--- src/rtl/nx_constants_pkg.sv ---
// nx_constants_pkg
//   Shared mesh constants for the nx message fabric.
//   - DIRX_* : 2-bit direction codes carried on msg_dir_i / int_dir_o.
//   - port_e : output port selector used by the distributor. The four mesh
//              ports reuse the DIRX codes so a port and its direction agree.
//   - hdr_row_msb / hdr_col_msb : bit positions of the target-row and
//              target-column fields at the top of a message word.
package nx_constants_pkg;

  localparam logic [1:0] DIRX_NORTH = 2'd0;
  localparam logic [1:0] DIRX_EAST  = 2'd1;
  localparam logic [1:0] DIRX_SOUTH = 2'd2;
  localparam logic [1:0] DIRX_WEST  = 2'd3;

  localparam int NUM_OUT_PORTS = 5;

  typedef enum logic [2:0] {
    PORT_NORTH = {1'b0, DIRX_NORTH},
    PORT_EAST  = {1'b0, DIRX_EAST},
    PORT_SOUTH = {1'b0, DIRX_SOUTH},
    PORT_WEST  = {1'b0, DIRX_WEST},
    PORT_INT   = 3'd4
  } port_e;

  // The target row occupies the most significant bits of the message.
  function automatic int hdr_row_msb(input int stream_width);
    return stream_width - 1;
  endfunction

  // The target column sits directly below the target row.
  function automatic int hdr_col_msb(input int stream_width, input int row_width);
    return stream_width - 1 - row_width;
  endfunction

endpackage

--- src/rtl/nx_msg_fifo.sv ---
// nx_msg_fifo
//   Small synchronous FIFO feeding one outbound port of the distributor.
//   The port's data/valid are taken straight from the FIFO head, so the
//   head word stays put until it is popped.
//   Parameters: WIDTH (entry width), DEPTH (entries, default 2)
//   Ports:
//     clk_i, rst_i   clock, asynchronous active-low reset
//     push_i, data_i write request and word
//     full_o         no free entry (a push is still taken if a pop coincides)
//     pop_i          consume the head word (ignored while empty)
//     data_o         head word
//     valid_o        FIFO holds at least one word
module nx_msg_fifo #(
  parameter int WIDTH = 32,
  parameter int DEPTH = 2
) (
  input  logic             clk_i,
  input  logic             rst_i,
  input  logic             push_i,
  input  logic [WIDTH-1:0] data_i,
  output logic             full_o,
  input  logic             pop_i,
  output logic [WIDTH-1:0] data_o,
  output logic             valid_o
);

  localparam int PTR_W = (DEPTH > 1) ? $clog2(DEPTH) : 1;
  localparam int CNT_W = $clog2(DEPTH + 1);

  logic [WIDTH-1:0] mem [DEPTH];
  logic [PTR_W-1:0] rd_ptr;
  logic [PTR_W-1:0] wr_ptr;
  logic [CNT_W-1:0] count;
  logic             do_push;
  logic             do_pop;

  function automatic logic [PTR_W-1:0] next_ptr(input logic [PTR_W-1:0] p);
    return (p == PTR_W'(DEPTH - 1)) ? '0 : p + PTR_W'(1);
  endfunction

  assign full_o  = (count == CNT_W'(DEPTH));
  assign valid_o = (count != '0);
  assign data_o  = mem[rd_ptr];

  // A pop frees the head slot in the same cycle, so a push into a full
  // FIFO is fine as long as it pairs with a pop.
  assign do_pop  = pop_i && valid_o;
  assign do_push = push_i && (!full_o || do_pop);

  // Storage and pointers; clearing the memory keeps data_o at zero in reset.
  always_ff @(posedge clk_i or negedge rst_i) begin
    if (!rst_i) begin
      for (int i = 0; i < DEPTH; i++) begin
        mem[i] <= '0;
      end
      rd_ptr <= '0;
      wr_ptr <= '0;
      count  <= '0;
    end else begin
      if (do_push) begin
        mem[wr_ptr] <= data_i;
        wr_ptr      <= next_ptr(wr_ptr);
      end
      if (do_pop) begin
        rd_ptr <= next_ptr(rd_ptr);
      end
      case ({do_push, do_pop})
        2'b10:   count <= count + CNT_W'(1);
        2'b01:   count <= count - CNT_W'(1);
        default: count <= count;
      endcase
    end
  end

endmodule

--- src/rtl/nx_msg_distributor.sv ---
// nx_msg_distributor
//   Routes the arbitrated inbound message stream of a mesh node to one of
//   four neighbour links or to the local node, using dimension-ordered
//   (row first) routing on the target address in the message header.
//   Every output has its own 2-entry FIFO; the inbound stream is stalled
//   only when the FIFO of the message's own destination is full.
//   Parameters: STREAM_WIDTH, ADDR_ROW_WIDTH, ADDR_COL_WIDTH
//   Ports:
//     clk_i, rst_i                    clock, asynchronous active-low reset
//     node_row_i, node_col_i          this node's mesh position
//     msg_data_i/dir_i/valid_i/ready_o inbound stream
//     <dir>_data_o/valid_o/ready_i    outbound north/east/south/west links
//     int_data_o/dir_o/valid_o/ready_i local delivery stream (with the
//                                     direction the message arrived from)
//     int_count_o                     saturating count of local deliveries
module nx_msg_distributor
  import nx_constants_pkg::*;
#(
  parameter int STREAM_WIDTH   = 32,
  parameter int ADDR_ROW_WIDTH = 4,
  parameter int ADDR_COL_WIDTH = 4
) (
  input  logic                      clk_i,
  input  logic                      rst_i,
  input  logic [ADDR_ROW_WIDTH-1:0] node_row_i,
  input  logic [ADDR_COL_WIDTH-1:0] node_col_i,

  input  logic [STREAM_WIDTH-1:0]   msg_data_i,
  input  logic [1:0]                msg_dir_i,
  input  logic                      msg_valid_i,
  output logic                      msg_ready_o,

  output logic [STREAM_WIDTH-1:0]   north_data_o,
  output logic                      north_valid_o,
  input  logic                      north_ready_i,

  output logic [STREAM_WIDTH-1:0]   east_data_o,
  output logic                      east_valid_o,
  input  logic                      east_ready_i,

  output logic [STREAM_WIDTH-1:0]   south_data_o,
  output logic                      south_valid_o,
  input  logic                      south_ready_i,

  output logic [STREAM_WIDTH-1:0]   west_data_o,
  output logic                      west_valid_o,
  input  logic                      west_ready_i,

  output logic [STREAM_WIDTH-1:0]   int_data_o,
  output logic [1:0]                int_dir_o,
  output logic                      int_valid_o,
  input  logic                      int_ready_i,

  output logic [15:0]               int_count_o
);

  localparam int ROW_MSB = hdr_row_msb(STREAM_WIDTH);
  localparam int COL_MSB = hdr_col_msb(STREAM_WIDTH, ADDR_ROW_WIDTH);

  logic [ADDR_ROW_WIDTH-1:0] tgt_row;
  logic [ADDR_COL_WIDTH-1:0] tgt_col;
  port_e                     tgt_port;
  logic                      accept;

  logic north_full, east_full, south_full, west_full, int_full;
  logic north_push, east_push, south_push, west_push, int_push;

  logic [STREAM_WIDTH+1:0]   int_entry;
  logic [15:0]               int_count_q;

  assign tgt_row = msg_data_i[ROW_MSB -: ADDR_ROW_WIDTH];
  assign tgt_col = msg_data_i[COL_MSB -: ADDR_COL_WIDTH];

  // Row first: a message only moves east/west once it is in the right row.
  always_comb begin
    tgt_port = PORT_INT;
    if (tgt_row < node_row_i) begin
      tgt_port = PORT_NORTH;
    end else if (tgt_row > node_row_i) begin
      tgt_port = PORT_SOUTH;
    end else if (tgt_col < node_col_i) begin
      tgt_port = PORT_WEST;
    end else if (tgt_col > node_col_i) begin
      tgt_port = PORT_EAST;
    end
  end

  // Ready reflects only the decoded destination, so a full FIFO elsewhere
  // never holds up this message.
  always_comb begin
    msg_ready_o = 1'b0;
    case (tgt_port)
      PORT_NORTH: msg_ready_o = !north_full;
      PORT_EAST:  msg_ready_o = !east_full;
      PORT_SOUTH: msg_ready_o = !south_full;
      PORT_WEST:  msg_ready_o = !west_full;
      PORT_INT:   msg_ready_o = !int_full;
      default:    msg_ready_o = 1'b0;
    endcase
  end

  assign accept     = msg_valid_i && msg_ready_o;
  assign north_push = accept && (tgt_port == PORT_NORTH);
  assign east_push  = accept && (tgt_port == PORT_EAST);
  assign south_push = accept && (tgt_port == PORT_SOUTH);
  assign west_push  = accept && (tgt_port == PORT_WEST);
  assign int_push   = accept && (tgt_port == PORT_INT);

  nx_msg_fifo #(.WIDTH(STREAM_WIDTH), .DEPTH(2)) u_north_fifo (
    .clk_i   (clk_i),
    .rst_i   (rst_i),
    .push_i  (north_push),
    .data_i  (msg_data_i),
    .full_o  (north_full),
    .pop_i   (north_ready_i),
    .data_o  (north_data_o),
    .valid_o (north_valid_o)
  );

  nx_msg_fifo #(.WIDTH(STREAM_WIDTH), .DEPTH(2)) u_east_fifo (
    .clk_i   (clk_i),
    .rst_i   (rst_i),
    .push_i  (east_push),
    .data_i  (msg_data_i),
    .full_o  (east_full),
    .pop_i   (east_ready_i),
    .data_o  (east_data_o),
    .valid_o (east_valid_o)
  );

  nx_msg_fifo #(.WIDTH(STREAM_WIDTH), .DEPTH(2)) u_south_fifo (
    .clk_i   (clk_i),
    .rst_i   (rst_i),
    .push_i  (south_push),
    .data_i  (msg_data_i),
    .full_o  (south_full),
    .pop_i   (south_ready_i),
    .data_o  (south_data_o),
    .valid_o (south_valid_o)
  );

  nx_msg_fifo #(.WIDTH(STREAM_WIDTH), .DEPTH(2)) u_west_fifo (
    .clk_i   (clk_i),
    .rst_i   (rst_i),
    .push_i  (west_push),
    .data_i  (msg_data_i),
    .full_o  (west_full),
    .pop_i   (west_ready_i),
    .data_o  (west_data_o),
    .valid_o (west_valid_o)
  );

  // The local FIFO also keeps the arrival direction next to the message.
  nx_msg_fifo #(.WIDTH(STREAM_WIDTH + 2), .DEPTH(2)) u_int_fifo (
    .clk_i   (clk_i),
    .rst_i   (rst_i),
    .push_i  (int_push),
    .data_i  ({msg_dir_i, msg_data_i}),
    .full_o  (int_full),
    .pop_i   (int_ready_i),
    .data_o  (int_entry),
    .valid_o (int_valid_o)
  );

  assign int_dir_o  = int_entry[STREAM_WIDTH+1 -: 2];
  assign int_data_o = int_entry[STREAM_WIDTH-1:0];

  // Local delivery counter, sticking at all-ones instead of wrapping.
  always_ff @(posedge clk_i or negedge rst_i) begin
    if (!rst_i) begin
      int_count_q <= '0;
    end else if (int_valid_o && int_ready_i && (int_count_q != 16'hFFFF)) begin
      int_count_q <= int_count_q + 16'd1;
    end
  end

  assign int_count_o = int_count_q;

endmodule

--- config.mk ---
export PLATFORM = sky130hd
export DESIGN_NAME = nx_msg_distributor
export DESIGN_NICKNAME = d
export VERILOG_FILES = /design/src/rtl/nx_constants_pkg.sv /design/src/rtl/nx_msg_fifo.sv /design/src/rtl/nx_msg_distributor.sv
export SDC_FILE = /design/constraint.sdc
export NUM_CORES = 1
export LEC_CHECK = 0
export CORE_MARGIN = 2
export CORE_UTILIZATION = 32
export CTS_BUF_LIST = sky130_fd_sc_hd__clkbuf_8
export DETAILED_ROUTE_END_ITERATION = 8
export PLACE_DENSITY_LB_ADDON = 0.25
export SLEW_MARGIN = 0
export SYNTH_ARGS = -nofsm -noshare
export SYNTH_HDL_FRONTEND = slang
export SYNTH_SLANG_ARGS = --single-unit
--- constraint.sdc ---
create_clock -name clk_i -period 6.1 [get_ports clk_i]
set_input_delay 1.22 -clock clk_i [delete_from_list [all_inputs] [get_ports clk_i]]
set_output_delay 1.22 -clock clk_i [all_outputs]
set_load 0.01 [all_outputs]
======== Word-level counts from Yosys, hierarchy flattened ========
Index checks and enable logic that the tools add are counted.
word-level totals
  register bits ........................... 360
  output and inout port bits .............. 184
  input bits .............................. 50
  logic and storage cells ................. 189
operators by class
  reduce and logical (&&, ||, !) cells .... 43
  muxes and demuxes ....................... 50
  equal/unequal tests ..................... 20
  bitwise gates (word level) .............. 10
  add/subtract/negate cells ............... 21
  magnitude comparators ................... 19
operator list
  kind                                                number
  two-way mux 32 bit                                  16
  bitwise mux 64 bit                                  4
  two-way mux 34 bit                                  4
  demux 32 bit (select 1 bit)                         4
  bitwise mux 68 bit                                  1
  demux 34 bit (select 1 bit)                         1
  logical AND 1 bit                                   22
  == test 2 bit, second input constant                10
  >= comparator 2 bit, second input constant          10
  inverter 1 -> 2 bit                                 10
  one-hot mux 2 bit (2 select lines)                  5
  nonzero test 2 bit                                  10
  adder 16 x 1 -> 16 bit, second input constant       1
  inequality test 16 bit, second input constant       1
  two-way mux 3 bit                                   4
  adder 1 bit, second input constant                  10
  adder 2 x 1 -> 2 bit, second input constant         5
  == test 2 x 1 -> 1 bit, second input constant       5
  < comparator 2 x 1 -> 1 bit, second input constant  5
  two-way mux 1 bit                                   10
  subtractor 2 x 1 -> 2 bit, second input constant    5
  > comparator 4 bit                                  2
  < comparator 4 bit                                  2
  == test 3 x 2 -> 1 bit, second input constant       2
  6 further kinds                                     14

======== Longest topological paths before layout ========
Gate-level depths: netlist of the first run.
  word-level depth ........................ 12
  gate-level depth with buffers ........... 11
  mapped depth without buffers ............ 11

======== Modules after synthesis ========
From an unflattened synthesis of the first run, not the netlist that was laid out.
unflattened totals
  cells, all modules ...................... 1074
  area total of the unflattened synthesis .. 16437.0 um^2
modules (own cells, without submodules)
  module                         cells each  seq. area each (um^2)  instances  area an instance (um^2)
  nx_msg_fifo (u_east_fifo ...)  189         1701.6                 3          3001.6
  nx_msg_fifo (u_west_fifo)      197         1701.6                 1          3188.1
  nx_msg_fifo (u_int_fifo)       199         1801.7                 1          3183.1
  nx_msg_distributor             111         400.4                  1          1061.0

======== Worst setup path after synthesis of the first run ========
No wires, ideal clock.
  kind .................................... input port to output port
  from .................................... in node_col_i[1]
  to ...................................... out msg_ready_o
  data required time ...................... 4.880 ns
  arrival time ............................ 2.612 ns
  buffers on the path ..................... 0
  stages on the path ...................... 6
  path slack .............................. 2.268 ns
  path through ............................ inv_1 -> ha_1 -> nor2b_1 -> o211a_1 -> or4b_4 -> o2111ai_1
between the ends
  cells in the longest elaborated chain, start to end .. 7
  elaborated cells between the ends (all ways) .. 12
  classes of those cells .................. order compare: 2; eq/ne: 4; mux: 5; reduce/logical: 1
ends and longest elaborated chain
  element                                      RTL line                  RTL
  start, declared                              nx_msg_distributor.sv:26  input logic [ADDR_COL_WIDTH-1:0] node_col_i,
  > comparator 4 bit                           nx_msg_distributor.sv:83  end else if (tgt_col > node_col_i) begin
  two-way mux 3 bit                            nx_msg_distributor.sv:83
  two-way mux 3 bit *                          nx_msg_distributor.sv:81  end else if (tgt_col < node_col_i) begin
  two-way mux 3 bit *                          nx_msg_distributor.sv:79  end else if (tgt_row > node_row_i) begin
  two-way mux 3 bit *                          nx_msg_distributor.sv:77  if (tgt_row < node_row_i) begin
  == test 3 bit, or another cell as far along  nx_msg_distributor.sv:92  case (tgt_port)
  one-hot mux 1 bit (5 select lines) *         nx_msg_distributor.sv:92
  end, declared                                nx_msg_distributor.sv:31  output logic msg_ready_o,
Mark *: on every way between the ends. The rest lies on a longest branch, timed or not.

======== Final worst setup path of the first run ========
  from .................................... in msg_data_i[30]
  to ...................................... out msg_ready_o
between the ends
  cells in the longest elaborated chain, start to end .. 5
  elaborated cells between the ends (all ways) .. 10
  classes of those cells .................. order compare: 2; eq/ne: 4; mux: 3; reduce/logical: 1
ends and longest elaborated chain
  element                                      RTL line                  RTL
  start, declared                              nx_msg_distributor.sv:28  input logic [STREAM_WIDTH-1:0] msg_data_i,
  > comparator 4 bit                           nx_msg_distributor.sv:79
  two-way mux 3 bit                            nx_msg_distributor.sv:79
  two-way mux 3 bit *                          nx_msg_distributor.sv:77
  == test 3 bit, or another cell as far along  nx_msg_distributor.sv:92
  one-hot mux 1 bit (5 select lines) *         nx_msg_distributor.sv:92
Marked as above.

==> qor.csv, run 1 <==
metric;value;unit
io_pins;234;
crit_chain;clkdlybuf4s50_1 > ha_1 > nand4_1 > nor2_1 > or4b_4 > o2111ai_1 > clkdlybuf4s50_1;
skew;0.0377;ns
syn-cell-area;16300;um^2
antenna_found_initial;2;
synth-simple-area-share;2.77;%
synth_top_family_by_area;multiplexers;
yosys_warnings;0;
clk_latency;0.64;ns
die_w;230;um
core-area;50200;um^2
synth_cell_type_count;41;
criticalPathCategory;in2out;
grtUsageTotal;17.0;%
status;finished clean;
synth_compound_area_share;1.07;%
fin_util;41.0;%
clk_pin_slew_worst_paths;0.05;ns
clk_path_buf_depth;3;
grt_pass1_wl;67.1;mm
setup_viol;0;
syn_to_final_growth;26.4;%
hold_path_class;reg2reg;
vias;9675;
initial_core_util;32.5;%
post_cts_resized;0;
viasPerCell;4.73;
place_area;19300;um^2
synth-xor-area-share;2.15;%
syn_area_per_cell;14.9;um^2
die_h;230;um
slew_headroom;26.5;%
end_kind;output port;
r2r_slack;3.22;ns
hold_ws;0.480;ns
worstMarginPinSlew;1.10;ns
finalInstanceArea;20600;um^2
ys_seq_area_share;55.3;%
worstPathRequired;4.88;ns
leakage;9.65;nW
grt_pass1_vias;10600;
cp-startpoint;msg_data_i[30];
clockRootBuffer;clkbuf_8;
setup_tns;0;ns
reg2reg_depth;6;
hold_viol_final;0;
num-fill-cells;4682;
cts_setup_buffers;0;
grt_max_degree;144;
grt-ovfl-total;0;
post-route-drc-count;0;
synth_top_area_share;55.3;%
cts_sinks;360;
max_freq;0.188;GHz
drt-total-wl;43.9;mm
cp_common_cell;clkdlybuf4s50_1;
cp_slowest_cell;clkdlybuf4s50_1;
cts_tree;built;
rsz0062_at_grt;false;
finalCriticalPeriod;5.33;ns
firstDrtPassIters;4;
drv_slew;0;
drive_gt1_share;40.1;%
first_iter_violations;333;
cp-start-kind;input pin;
cts_hold_buf;0;
nets;1389;
netlist_instances;1091;
slowest_delay;0.67;ns
gp_congestion;0.752;
ys_ff_latch;360;
yosysTopAreaCell;dfrtp_1;
h-tree-depth;3;
critical_path.max_fanout;11;
period_share;87.3;%
wl_per_cell;21.4;um
crit_path_end;msg_ready_o;
num_rows;82;
io_buffers;233;
muxShareOfSynthArea;34.5;%
ir_drop;0.000257;V
route.antenna.remaining_nets;0;
r2r-end;u_south_fifo.mem[7];
hpwlAfterDp;28.2;mm
cp.arrival;4.11;ns
syn-num-nets;1155;
dieArea;52700;um^2
powerDensity;466;nW/um^2
cts_buffers;66;
r2r-start;u_west_fifo.count[1];
synth_fa_ha_area_share;1.08;%
synthTopCellsByArea;dfrtp_1, mux2_2, mux2_4;
max_cap_violations;0;
==> critical path, delay by kind of cell <==
kind | cells | cell delay (ns)
AND/OR/NAND/NOR | 3 | 0.93
AO/OA/AOI/OAI | 1 | 0.17
adder cells (fa/ha/maj) | 1 | 0.44
buffers and inverters | 2 | 1.33
==> cell usage after synthesis, drive strengths merged <==
cell type,count
a2111oi,1
a21o,2
a31oi,1
and2,4
and3,3
and3b,1
and4,2
buf,61
clkbuf,22
dfrtp,360
ha,14
inv,13
mux2,480
nand2,16
nand2b,4
nand3,8
nand4,10
nor2,20
nor2b,3
nor3,1
nor4b,1
o2111a,1
o2111ai,2
o211a,2
o211ai,3
o21ai,7
o2bb2ai,2
or2,5
or3b,1
or4b,1
xnor2,25
xor2,15
==> power breakdown <==
group / internal, mW / leakage, nW / switching [mW] / total (mW)
registers: 3.14 / 4.65 / 0.609 / 3.75
clock network: 1.25 / 0.767 / 1.02 / 2.27
logic: 2.19 / 4.23 / 1.38 / 3.57
==> worst min path at each step <==
stage                              start              endpoint  slack (ns)  cells after the start
detailed placement    u_west_fifo.mem[1]    u_west_fifo.mem[1]        0.47                      1
global route        u_north_fifo.mem[24]  u_north_fifo.mem[24]        0.50                      2
finish               u_west_fifo.mem[15]   u_west_fifo.mem[15]        0.48                      1
global placement     u_west_fifo.mem[22]   u_west_fifo.mem[22]        0.46                      1
CTS                  u_west_fifo.mem[15]   u_west_fifo.mem[15]        0.48                      1
floorplan            u_east_fifo.mem[24]   u_east_fifo.mem[24]        0.44                      2
==> cells by family (layout without fill, tap and decap cells) <==
family,after synthesis,in the layout
buf+inv,96,378
mux,480,480
other cells,0,2
fa+ha+maj,14,14
simple gates,80,80
compound gates,21,21
xor+xnor,40,40
flops,360,360
==> flip-flops by register name, summed over array words and instances (netlist names), 2 cells and up <==
name / flops
u_int_fifo.mem: 68
u_east_fifo.mem: 64
u_north_fifo.mem: 64
u_south_fifo.mem: 64
u_west_fifo.mem: 64
int_count_o: 16
u_east_fifo.count: 2
u_int_fifo.count: 2
u_north_fifo.count: 2
u_south_fifo.count: 2
u_west_fifo.count: 2
==> through the flow <==
stage / power [mW] / instances / setup slack (ns)
floorplan: 5.62 / 1091 / 2.27
global placement: 7.35 / 1929 / 0.800
detailed placement: 7.41 / 1929 / 0.756
CTS: 9.76 / 2045 / 0.754
global route: 10.1 / 2047 / 0.609
finish: 9.59 / 2047 / 0.772
==> placed cells by master (no fill, tap or decap), drive strengths merged, types with 2 or more instances in the layout <==
cell type / Yosys / routed
a21o: 2 / 2
and2: 4 / 4
and3: 3 / 3
and4: 2 / 2
buf: 61 / 17
clkbuf: 22 / 85
clkdlybuf4s50: 0 / 232
clkinv: 0 / 2
dfrtp: 360 / 360
diode: 0 / 2
ha: 14 / 14
inv: 13 / 41
mux2: 480 / 480
nand2: 16 / 16
nand2b: 4 / 4
nand3: 8 / 8
nand4: 10 / 10
nor2: 20 / 20
nor2b: 3 / 3
o2111ai: 2 / 2
o211a: 2 / 2
o211ai: 3 / 3
o21ai: 7 / 7
o2bb2ai: 2 / 2
or2: 5 / 5
xnor2: 25 / 25
xor2: 15 / 15
==> final cells by class <==
type | instances | area, um^2 | area share (%)
diodes | 2 | 5.00 | 0.0243
clock buffers | 85 | 1170 | 5.68
clock inverters | 31 | 140 | 0.681
inverters | 13 | 48.8 | 0.237
multi-input cells | 635 | 6820 | 33.1
flip-flops and latches | 360 | 9010 | 43.8
well taps | 672 | 841 | 4.08
repair buffers | 249 | 2540 | 12.4
==> per-layer routing <==
| layer | wire [um] | track usage [%] | up-vias | part of all wire [%] |
|---|---|---|---|---|
| li1 | - | - | 4353 | - |
| met1 | 20500 | 22.8 | 5068 | 47 |
| met2 | 20600 | 27.1 | 185 | 47 |
| met3 | 1910 | 4.06 | 69 | 4.3 |
| met4 | 913 | 5.40 | 0 | 2.1 |
| met5 | 0 | 0 | - | 0 |
Note: power is estimated with default switching activity, not from simulation.
==> inputs of run 2 (changes only) <==
MAX_ROUTING_LAYER = met4   (was unset)
PLACE_DENSITY = 0.58   (was unset)
PLACE_DENSITY_LB_ADDON = unset   (was 0.25)
SLEW_MARGIN = 15   (was 0)
==> qor.csv, run 2 (same netlist as run 1, synthesis figures left out) <==
metric;value;unit
hpwlAfterDp;28.2;mm
io_buffers;233;
end_kind;output port;
hold_path_class;reg2reg;
hold_viol_final;0;
wl_per_cell;21.5;um
firstDrtPassIters;4;
clk_latency;0.63;ns
grt_max_degree;137;
cts_setup_buffers;0;
cp-start-kind;input pin;
slew_headroom;22.7;%
drv_slew;0;
dieArea;52700;um^2
min_to;u_west_fifo.mem[46];
cts_sinks;360;
setup_viol;0;
final_common_cell;mux2_2;
top_register;u_int_fifo.mem;
h-tree-depth;3;
period_share;87.0;%
worstHoldStart;u_west_fifo.mem[46];
r2r-end;u_int_fifo.mem[23];
reg2reg_depth;6;
route.antenna.remaining_nets;0;
clk_path_buf_depth;3;
initial_core_util;32.5;%
gp_congestion;0.773;
r2r_slack;3.32;ns
antenna_found_initial;1;
r2r-start;u_east_fifo.count[0];
status;finished clean;
grtUsageTotal;17.3;%
viasPerCell;4.72;
criticalPathCategory;in2out;
clk_pin_slew_worst_paths;0.05;ns
drive_gt1_share;40.5;%
first_iter_violations;358;
leakage;9.65;nW
rsz0062_at_grt;false;
largest_reg_flops;68;
die_h;230;um
grt-ovfl-total;0;
post_cts_resized;0;
cts_tree;built;
mostFrequentLayoutCells;mux2_2, dfrtp_1, clkdlybuf4s50_1;
worstPathRequired;4.88;ns
post-route-drc-count;0;
skew;0.0198;ns
io_pins;234;
critical_path.max_fanout;11;
cts_buffers;68;
max_freq;0.188;GHz
max_cap_violations;0;
clockRootBuffer;clkbuf_8;
finalCriticalPeriod;5.31;ns
place_area;19200;um^2
vias;9653;
die_w;230;um
nets;1391;
grt_pass1_wl;65.9;mm
worstMarginPinSlew;1.16;ns
core-area;50200;um^2
finalInstanceArea;20600;um^2
syn_to_final_growth;26.6;%
num-fill-cells;4698;
cp.arrival;4.09;ns
grt_pass1_vias;10400;
num_rows;82;
ir_drop;0.000185;V
holdPathStages;1;
setup_tns;0;ns
drt-total-wl;44.0;mm
powerDensity;472;nW/um^2
cts_hold_buf;0;
[run 2: power by group]
part | internal, mW | total (mW) | switching, mW
registers | 3.14 | 3.79 | 0.650
logic | 2.18 | 3.51 | 1.33
clock network | 1.39 | 2.42 | 1.03
total | 6.71 | 9.72 | 3.01
[run 2: critical path: stages]
cell	delay, ns
clkdlybuf4s50_1	0.64
ha_1	0.45
nand4_1	0.16
nor2_1	0.25
or4b_4	0.52
o2111ai_1	0.19
clkdlybuf4s50_1	0.64
[run 2: worst max-delay path by stage]
stage	depth (start not counted)	slack (ns)	to	startpoint
2_1_floorplan	6	2.27	msg_ready_o	node_col_i[1]
3_3_place_gp	7	0.83	msg_ready_o	msg_data_i[25]
3_5_place_dp	7	0.80	msg_ready_o	msg_data_i[25]
4_1_cts	7	0.79	msg_ready_o	msg_data_i[31]
5_1_grt	7	0.61	msg_ready_o	msg_data_i[31]
6_report	7	0.79	msg_ready_o	msg_data_i[31]
[run 2: cell type report]
cell class	count	area, um^2	share of cell area [%]
repair buffers	249	2480	12.0
inverters	13	48.8	0.237
clock inverters	31	219	1.06
multi-input cells	635	6820	33.1
well taps	672	841	4.08
flip-flops and latches	360	9010	43.7
diodes	1	2.50	0.0121
clock buffers	86	1180	5.74
[run 2: through the flow]
stage	setup slack [ns]	hold WS (ns)	utilization, %	cells	power, mW
floorplan	2.27	0.444	-	1091	5.62
global placement	0.832	0.462	38.3	1929	7.32
detailed placement	0.798	0.469	38.3	1929	7.39
CTS	0.792	0.481	41.1	2046	9.90
global route	0.614	0.493	41.1	2047	10.3
finish	0.795	0.475	41.1	2047	9.72
[run 2: layer usage]
layer | share of wire (%) | global-route usage (%) | up-vias
met1 | 45 | 21.9 | 5054
met2 | 48 | 27.6 | 184
met4 | 2.6 | 5.86 | 0
met3 | 3.7 | 3.62 | 83
met5 | 0 | - | -
li1 | - | - | 4332
